--- config.mk ---
export PLATFORM = sky130hd
export DESIGN_NAME = oled_layer_sequencer
export DESIGN_NICKNAME = d
export VERILOG_FILES = /design/src/rtl/oled_layer_sequencer.sv
export SDC_FILE = /design/constraint.sdc
export NUM_CORES = 1
export LEC_CHECK = 0
export ABC_CLOCK_PERIOD_IN_PS = 2150
export CAP_MARGIN = 10
export CORE_ASPECT_RATIO = 0.75
export CORE_MARGIN = 10
export CORE_UTILIZATION = 35
export CTS_CLUSTER_SIZE = 40
export DETAILED_ROUTE_END_ITERATION = 10
export SYNTH_ARGS = -nofsm -noshare
export SYNTH_HDL_FRONTEND = slang
export SYNTH_SLANG_ARGS = --single-unit
--- constraint.sdc ---
create_clock -name clk -period 2.15 [get_ports clk]
set_input_delay 0.3225 -clock clk [delete_from_list [all_inputs] [get_ports clk]]
set_output_delay 0.3225 -clock clk [all_outputs]
set_load 0.02 [all_outputs]
--- src/rtl/oled_layer_sequencer.sv ---
// Layer compositor and raster tracker for the OLED pixel stream.
// Debounces layer-enable switches and latches them at frame start.
module oled_layer_sequencer #(
  parameter int          WIDTH           = 96,
  parameter int          HEIGHT          = 64,
  parameter int          NUM_LAYERS      = 4,
  parameter int          DEBOUNCE_CYCLES = 16,
  parameter logic [15:0] TRANSPARENT     = 16'h0000,
  parameter logic [15:0] BG_COLOR        = 16'h0000
) (
  input  logic                     clk,
  input  logic                     reset,
  input  logic                     frame_begin,
  input  logic                     sample_pixel,
  input  logic [12:0]              pixel_index,
  input  logic [NUM_LAYERS-1:0]    sw,
  input  logic [16*NUM_LAYERS-1:0] layer_pixel,
  output logic [6:0]               x,
  output logic [5:0]               y,
  output logic [15:0]              pixel_data,
  output logic [NUM_LAYERS-1:0]    layer_en,
  output logic [7:0]               frame_count,
  output logic                     sync_err
);

  localparam logic [6:0]  X_MAX  = 7'(WIDTH - 1);
  localparam logic [5:0]  Y_MAX  = 6'(HEIGHT - 1);
  localparam logic [15:0] DB_MAX = 16'(DEBOUNCE_CYCLES - 1);

  logic [NUM_LAYERS-1:0] sw_s1;
  logic [NUM_LAYERS-1:0] sw_s2;
  logic [NUM_LAYERS-1:0] sw_deb;
  logic [15:0]           db_cnt [NUM_LAYERS];
  logic [12:0]           idx;

  always_ff @(posedge clk or negedge reset) begin
    if (!reset) begin
      sw_s1  <= '0;
      sw_s2  <= '0;
      sw_deb <= '0;
      for (int k = 0; k < NUM_LAYERS; k++)
        db_cnt[k] <= '0;
    end else begin
      sw_s1 <= sw;
      sw_s2 <= sw_s1;
      for (int k = 0; k < NUM_LAYERS; k++) begin
        if (sw_s2[k] != sw_deb[k]) begin
          if (db_cnt[k] == DB_MAX) begin
            sw_deb[k] <= sw_s2[k];
            db_cnt[k] <= '0;
          end else begin
            db_cnt[k] <= db_cnt[k] + 16'd1;
          end
        end else begin
          db_cnt[k] <= '0;
        end
      end
    end
  end

  // frame_begin wins over a coincident sample_pixel
  always_ff @(posedge clk or negedge reset) begin
    if (!reset) begin
      x           <= '0;
      y           <= '0;
      idx         <= '0;
      frame_count <= '0;
      layer_en    <= '0;
    end else if (frame_begin) begin
      x           <= '0;
      y           <= '0;
      idx         <= '0;
      frame_count <= frame_count + 8'd1;
      layer_en    <= sw_deb;
    end else if (sample_pixel) begin
      if (x == X_MAX) begin
        x <= '0;
        if (y == Y_MAX) begin
          y   <= '0;
          idx <= '0;
        end else begin
          y   <= y + 6'd1;
          idx <= idx + 13'd1;
        end
      end else begin
        x   <= x + 7'd1;
        idx <= idx + 13'd1;
      end
    end
  end

  always_ff @(posedge clk or negedge reset) begin
    if (!reset)
      sync_err <= 1'b0;
    else if (sample_pixel && pixel_index != idx)
      sync_err <= 1'b1;
  end

  always_comb begin
    pixel_data = BG_COLOR;
    for (int k = 0; k < NUM_LAYERS; k++) begin
      if (layer_en[k] &&
          layer_pixel[16*k +: 16] != TRANSPARENT)
        pixel_data = layer_pixel[16*k +: 16];
    end
  end

endmodule

# ---- Yosys cells after proc, flatten, opt, wreduce, memory -nomap -nowiden
# Cells that the tools add are included.
# Widths: inputs -> output; s select.
dict set report classes {
  reduce_logical 16
  add_sub_neg 8
  eq_ne 11
  n_mux 23
}
# op count
set ops {}
lappend ops {{$mux 16} 12}
lappend ops {{$add 16x1->16 const B} 4}
lappend ops {{$eq 16x4->1 const B} 4}
lappend ops {{$reduce_bool 16->1} 4}
lappend ops {{$mux 13} 4}
lappend ops {{$mux 6} 4}
lappend ops {{$mux 7} 3}
lappend ops {{$add 13x1->13 const B} 1}
lappend ops {{$ne 13x13->1} 1}
lappend ops {{$reduce_and 2->1} 5}
lappend ops {{$add 8x1->8 const B} 1}
lappend ops {{$add 7x1->7 const B} 1}
lappend ops {{$eq 7x7->1 const B} 1}
lappend ops {{$add 6x1->6 const B} 1}
lappend ops {{$eq 6x6->1 const B} 1}
lappend ops {{$logic_and 1x1->1} 5}
lappend ops {{$ne 1x1->1} 4}
lappend ops {{$reduce_bool 2->1} 2}
dict set report word_totals {
  ff_bits 115
  word_cells 74
  inputBits 85
}

# ---- Logic depth before layout (Yosys ltp)
dict set report logic_depth {
  ltp_word 6
  depth_mapped 7
  ltp_nobuf 6
}

# ---- Worst setup path after synthesis
# Ideal clock, no wire load.
dict set report synth_timing {
  path_type {input to output}
  from {input port layer_pixel[40]}
  to {output port pixel_data[14]}
  arrival_ns 2.161
  path_slack_ns -0.333
  required_time_ns 1.827
  path_stages 5
  n_path_buf 1
  path_cell_list {or4_4 -> o41ai_4 -> buf_6 -> nor2_1 -> o31ai_1}
}
dict set report synth_between {
  elab_chain_cells 4
}
# element line
set synth_rtl {}
lappend synth_rtl {{start, declared} 17} ;# input logic [16*NUM_LAYERS-1:0] layer_pixel,
lappend synth_rtl {{$reduce_bool 16->1} 103} ;# layer_pixel[16*k +: 16] != TRANSPARENT)
lappend synth_rtl {{$logic_and 1x1->1} 102} ;# if (layer_en[k] &&
lappend synth_rtl {{$mux 16 (2 in a row)} 102}
lappend synth_rtl {{end, declared} 20} ;# output logic [15:0] pixel_data,
# No other way between the ends.

# ---- Final worst setup path
dict set report layout_timing {
  from {input port layer_pixel[44]}
  to {output port pixel_data[0]}
}
# Same word-level chain as after synthesis.

==> impl_metrics.csv <==
group,metric,value,unit
placement,dp_hpwl,13.06,mm
detailed_routing,vias_per_cell,5.092,
clock_tree,clkSinkCount,115,
placement,finalWeightedCongestion,0.9121,
clock_tree,htreeDepth,4,
floorplanning,initial_core_util,35.37,%
global_route,grt_pass1_vias,5546,
critical_path,worst-path-max-fanout,7,
critical_path,r2r-end,"idx[12]",
hold_path,hold_path_end,"sw_s2[0]",
synthesis,synth-warning-count,0,
timing,worst_slack,-0.3067,ns
layout,final_cells,1046,
floorplanning,boundaryPins,127,
detailed_routing,dr.pass1.iters,4,
floorplanning,dieHeight,132.4,µm
layout,regArea,0.002878,mm²
layout,layout.nets,909,
layout,multi_input_area,0.003433,mm²
hold_path,hp-class,"reg2reg",
layout,drive_gt1_share,26.30,%
global_route,grt.busiest_layer,"met2",
synthesis,ys_ff_latch,115,
synthesis,ys_seq_area_share,48.80,%
detailed_routing,wire_per_inst,17.10,µm
synthesis,synth_cell_type_count,40,
critical_path,crit_path_max_incr_delay,0.57,ns
clock_tree,numCtsBuffers,17,
timing,finalWorstPathRequiredPeriod,2.457,ns
job,maxCapViolCount,0,
power,ir_drop,433.2,µV
global_route,grt_overflow,0,
timing,tightest_slew,0.5461,ns
clock_tree,insertion_delay,0.41,ns
critical_path,crit_path_end_kind,"output pin",
synthesis,synth-async-reset-ratio,100.0,%
floorplanning,die_area,0.02249,mm²
layout,nFillCells,1404,
floorplanning,die_x,169.9,µm
detailed_routing,routed-via-count,5326,
placement,dp_cells,996,
synthesis,synth-main-ff-cell,"dfrtp_1",
detailed_routing,postRouteAntennaNets,0,
clock_tree,cts_tree,"built",
hold_path,whs_path_depth,0,
placement,io_buffer_count,126,
clock_tree,cts_root_buffer,"clkbuf_16",
critical_path,worst-r2r-setup-slack,0.31,ns
timing,period_share,114.3,%
synthesis,synth.cell_area,0.005897,mm²
global_route,use_met1,21.53,%
floorplanning,row_count,41,
clock_tree,clkTransAtPathRegs,0.06,ns
critical_path,rr_startpoint,"x[3]",
critical_path,worst_r2r_path_depth,5,
clock_tree,clk_path_buf_depth,2,
global_route,use_met2,24.70,%
critical_path,cp_cell_sequence,"buf_6, or4_4, o41ai_4, buf_4, clkbuf_16, nor2_4, o31ai_2, buf_4",
synthesis,syn_inst,607,
power,combPwrFrac,12.6,%
power,p_sw_share,24.77,%
global_route,grt_pass1_wl,29.43,mm
detailed_routing,route.detailed.drc,0,
global_route,grtUsageMet3,4.309,%
hold_path,worstHoldStart,"sw_s1[0]",
timing,grt_setup_unrepaired,"true",
power,p_int,0.004522,W
timing,finalHoldViolations,0,
critical_path,worstSetupStartpointType,"primary input",
critical_path,cp_slowest_cell,"or4_4",
run_status,status,"complete, but fails checks",
timing,finalSetupViolCount,16,
timing,drv_slew,0,
synthesis,avgSynthCellArea,9.715,µm²
timing,fin_hold_ws,0.3380,ns
timing,skew,0.01484,ns
synthesis,syn_nets,700,
power,power.density,657.1,mW/mm²
run_status,violations,"setup timing",
critical_path,critPathRequiredTime,1.83,ns
power,netSwitchingPower,0.001489,W
power,p_leak,4.028,nW
critical_path,cp_data_arrival_time,2.13,ns
power,seqPwrFrac,39.7,%
critical_path,worst-setup-path-type,"in2out",
layout,area_growth,55.12,%
detailed_routing,drt-initial-drc-count,250,
global_route,antenna_found_initial,2,
global_route,grt_max_degree,50,
synthesis,synth_edf_count,0,
timing,maxClockFrequency,407.1,MHz
detailed_routing,routed_wirelength,17.89,mm
global_route,grt.total_usage,16.14,%
placement,dp_slack,-1.121,ns
timing,slew-limit-headroom,63.32,%
critical_path,critPathMostFrequentCell,"buf_4",
floorplanning,placeableCoreArea,0.01667,mm²
power,clockPowerShare,47.8,%
## what timing repair did
item | CTS | global route
setup buffers | 13 | 2
gates cloned | 2 | 0
endpoints found under the hold margin | 22 | 0
gates resized for setup | 225 | 53
setup endpoints to repair | 16 | 16
hold buffers | 1 | 0
pin swaps | 37 | 25
## logic make-up after synthesis
family | count (synthesis) | synth area share [%]
flops | 115 | 48.80
xor+xnor | 98 | 14.56
fa+ha+maj | 8 | 1.698
compound gates | 55 | 7.320
simple gates | 294 | 23.89
mux | 10 | 1.846
buf+inv | 27 | 1.888
## layout make-up
class	count	area share [%]
sequential	115	31.46
multi-input combinational	465	37.53
tap	215	2.941
timing repair buffer	207	20.91
clock buffer	19	4.951
clock inverter	13	1.737
inverter	10	0.4103
antenna	2	0.05471
## routing by layer
layer,share of wire [%],vias up,wire [µm]
met4,1.7,0,297
met3,4.9,22,883
li1,-,2566,-
met1,47,2621,8488
met2,46,117,8219
met5,0,-,0
## registers in the layout, indices dropped and copies added (netlist names)
register     flops
sync_err         1
y                6
sw_deb           4
frame_count      8
idx             13
x                7
db_cnt          64
sw_s2            4
sw_s1            4
layer_en         4
## cell usage after synthesis (all sizes together) (11+ instances only)
cell type	number	area, µm²
xor2	61	534.3
nand3	29	145.1
nand4	28	175.2
xnor2	37	324.1
dfrtp	115	2878
nor4	28	181.4
nand2	54	202.7
o31ai	12	105.1
a221oi	14	122.6
nor2	110	412.9
and3	22	137.6
nor3	11	55.05
o21ai	12	60.06
## worst max-delay path, delay by kind of cell
kind,cells,cell delay [ns]
compound gates,2,0.59
buf+inv,4,0.61
simple gates,2,0.61
## worst max path at each step
| stage | end | cells past startpoint | start |
|---|---|---|---|
| 4_1_cts | pixel_data[10] | 9 | layer_pixel[38] |
| 6_report | pixel_data[0] | 8 | layer_pixel[44] |
| 2_1_floorplan | pixel_data[11] | 5 | layer_pixel[40] |
| 3_3_place_gp | pixel_data[0] | 8 | layer_pixel[32] |
| 5_1_grt | pixel_data[10] | 9 | layer_pixel[44] |
| 3_5_place_dp | pixel_data[11] | 8 | layer_pixel[32] |
## power groups by stage
stage                     Combinational, W  Clock (W)  Sequential, W
after floorplan                   0.000190          0        0.00247
after global placement            0.000758          0        0.00242
after detailed placement          0.000764          0        0.00242
after CTS                         0.000757    0.00292        0.00238
after global routing              0.000824    0.00304        0.00240
final                             0.000755    0.00287        0.00238
## layout by cell type, fill, tap and decap left out, types with 11 or more instances in the layout
cell and count:
and3_1 22, buf_4 69, buf_6 24, clkbuf_16 18
clkbuf_2 11, clkdlybuf4s50_1 50, dfrtp_1 115, dlygate4sd2_1 23
nand2_1 54, nand3_1 29, nand4_1 28, nor2_1 103
nor3_1 11, nor4_1 15, xnor2_1 37, xor2_1 61
## per-stage QoR
step	setup TNS, ns	instance area [µm²]	utilization, %	total power (W)
6_report	-4.025	9148	54.87	0.006011
5_1_grt	-4.828	9148	54.87	0.006266
4_1_cts	-4.736	9085	54.49	0.006066
3_5_place_dp	-16.93	8112	48.65	0.003185
3_3_place_gp	-16.20	8112	48.65	0.003173
2_1_floorplan	-0.9010	6125	-	0.002660
Power figures use the tool's default switching activity.
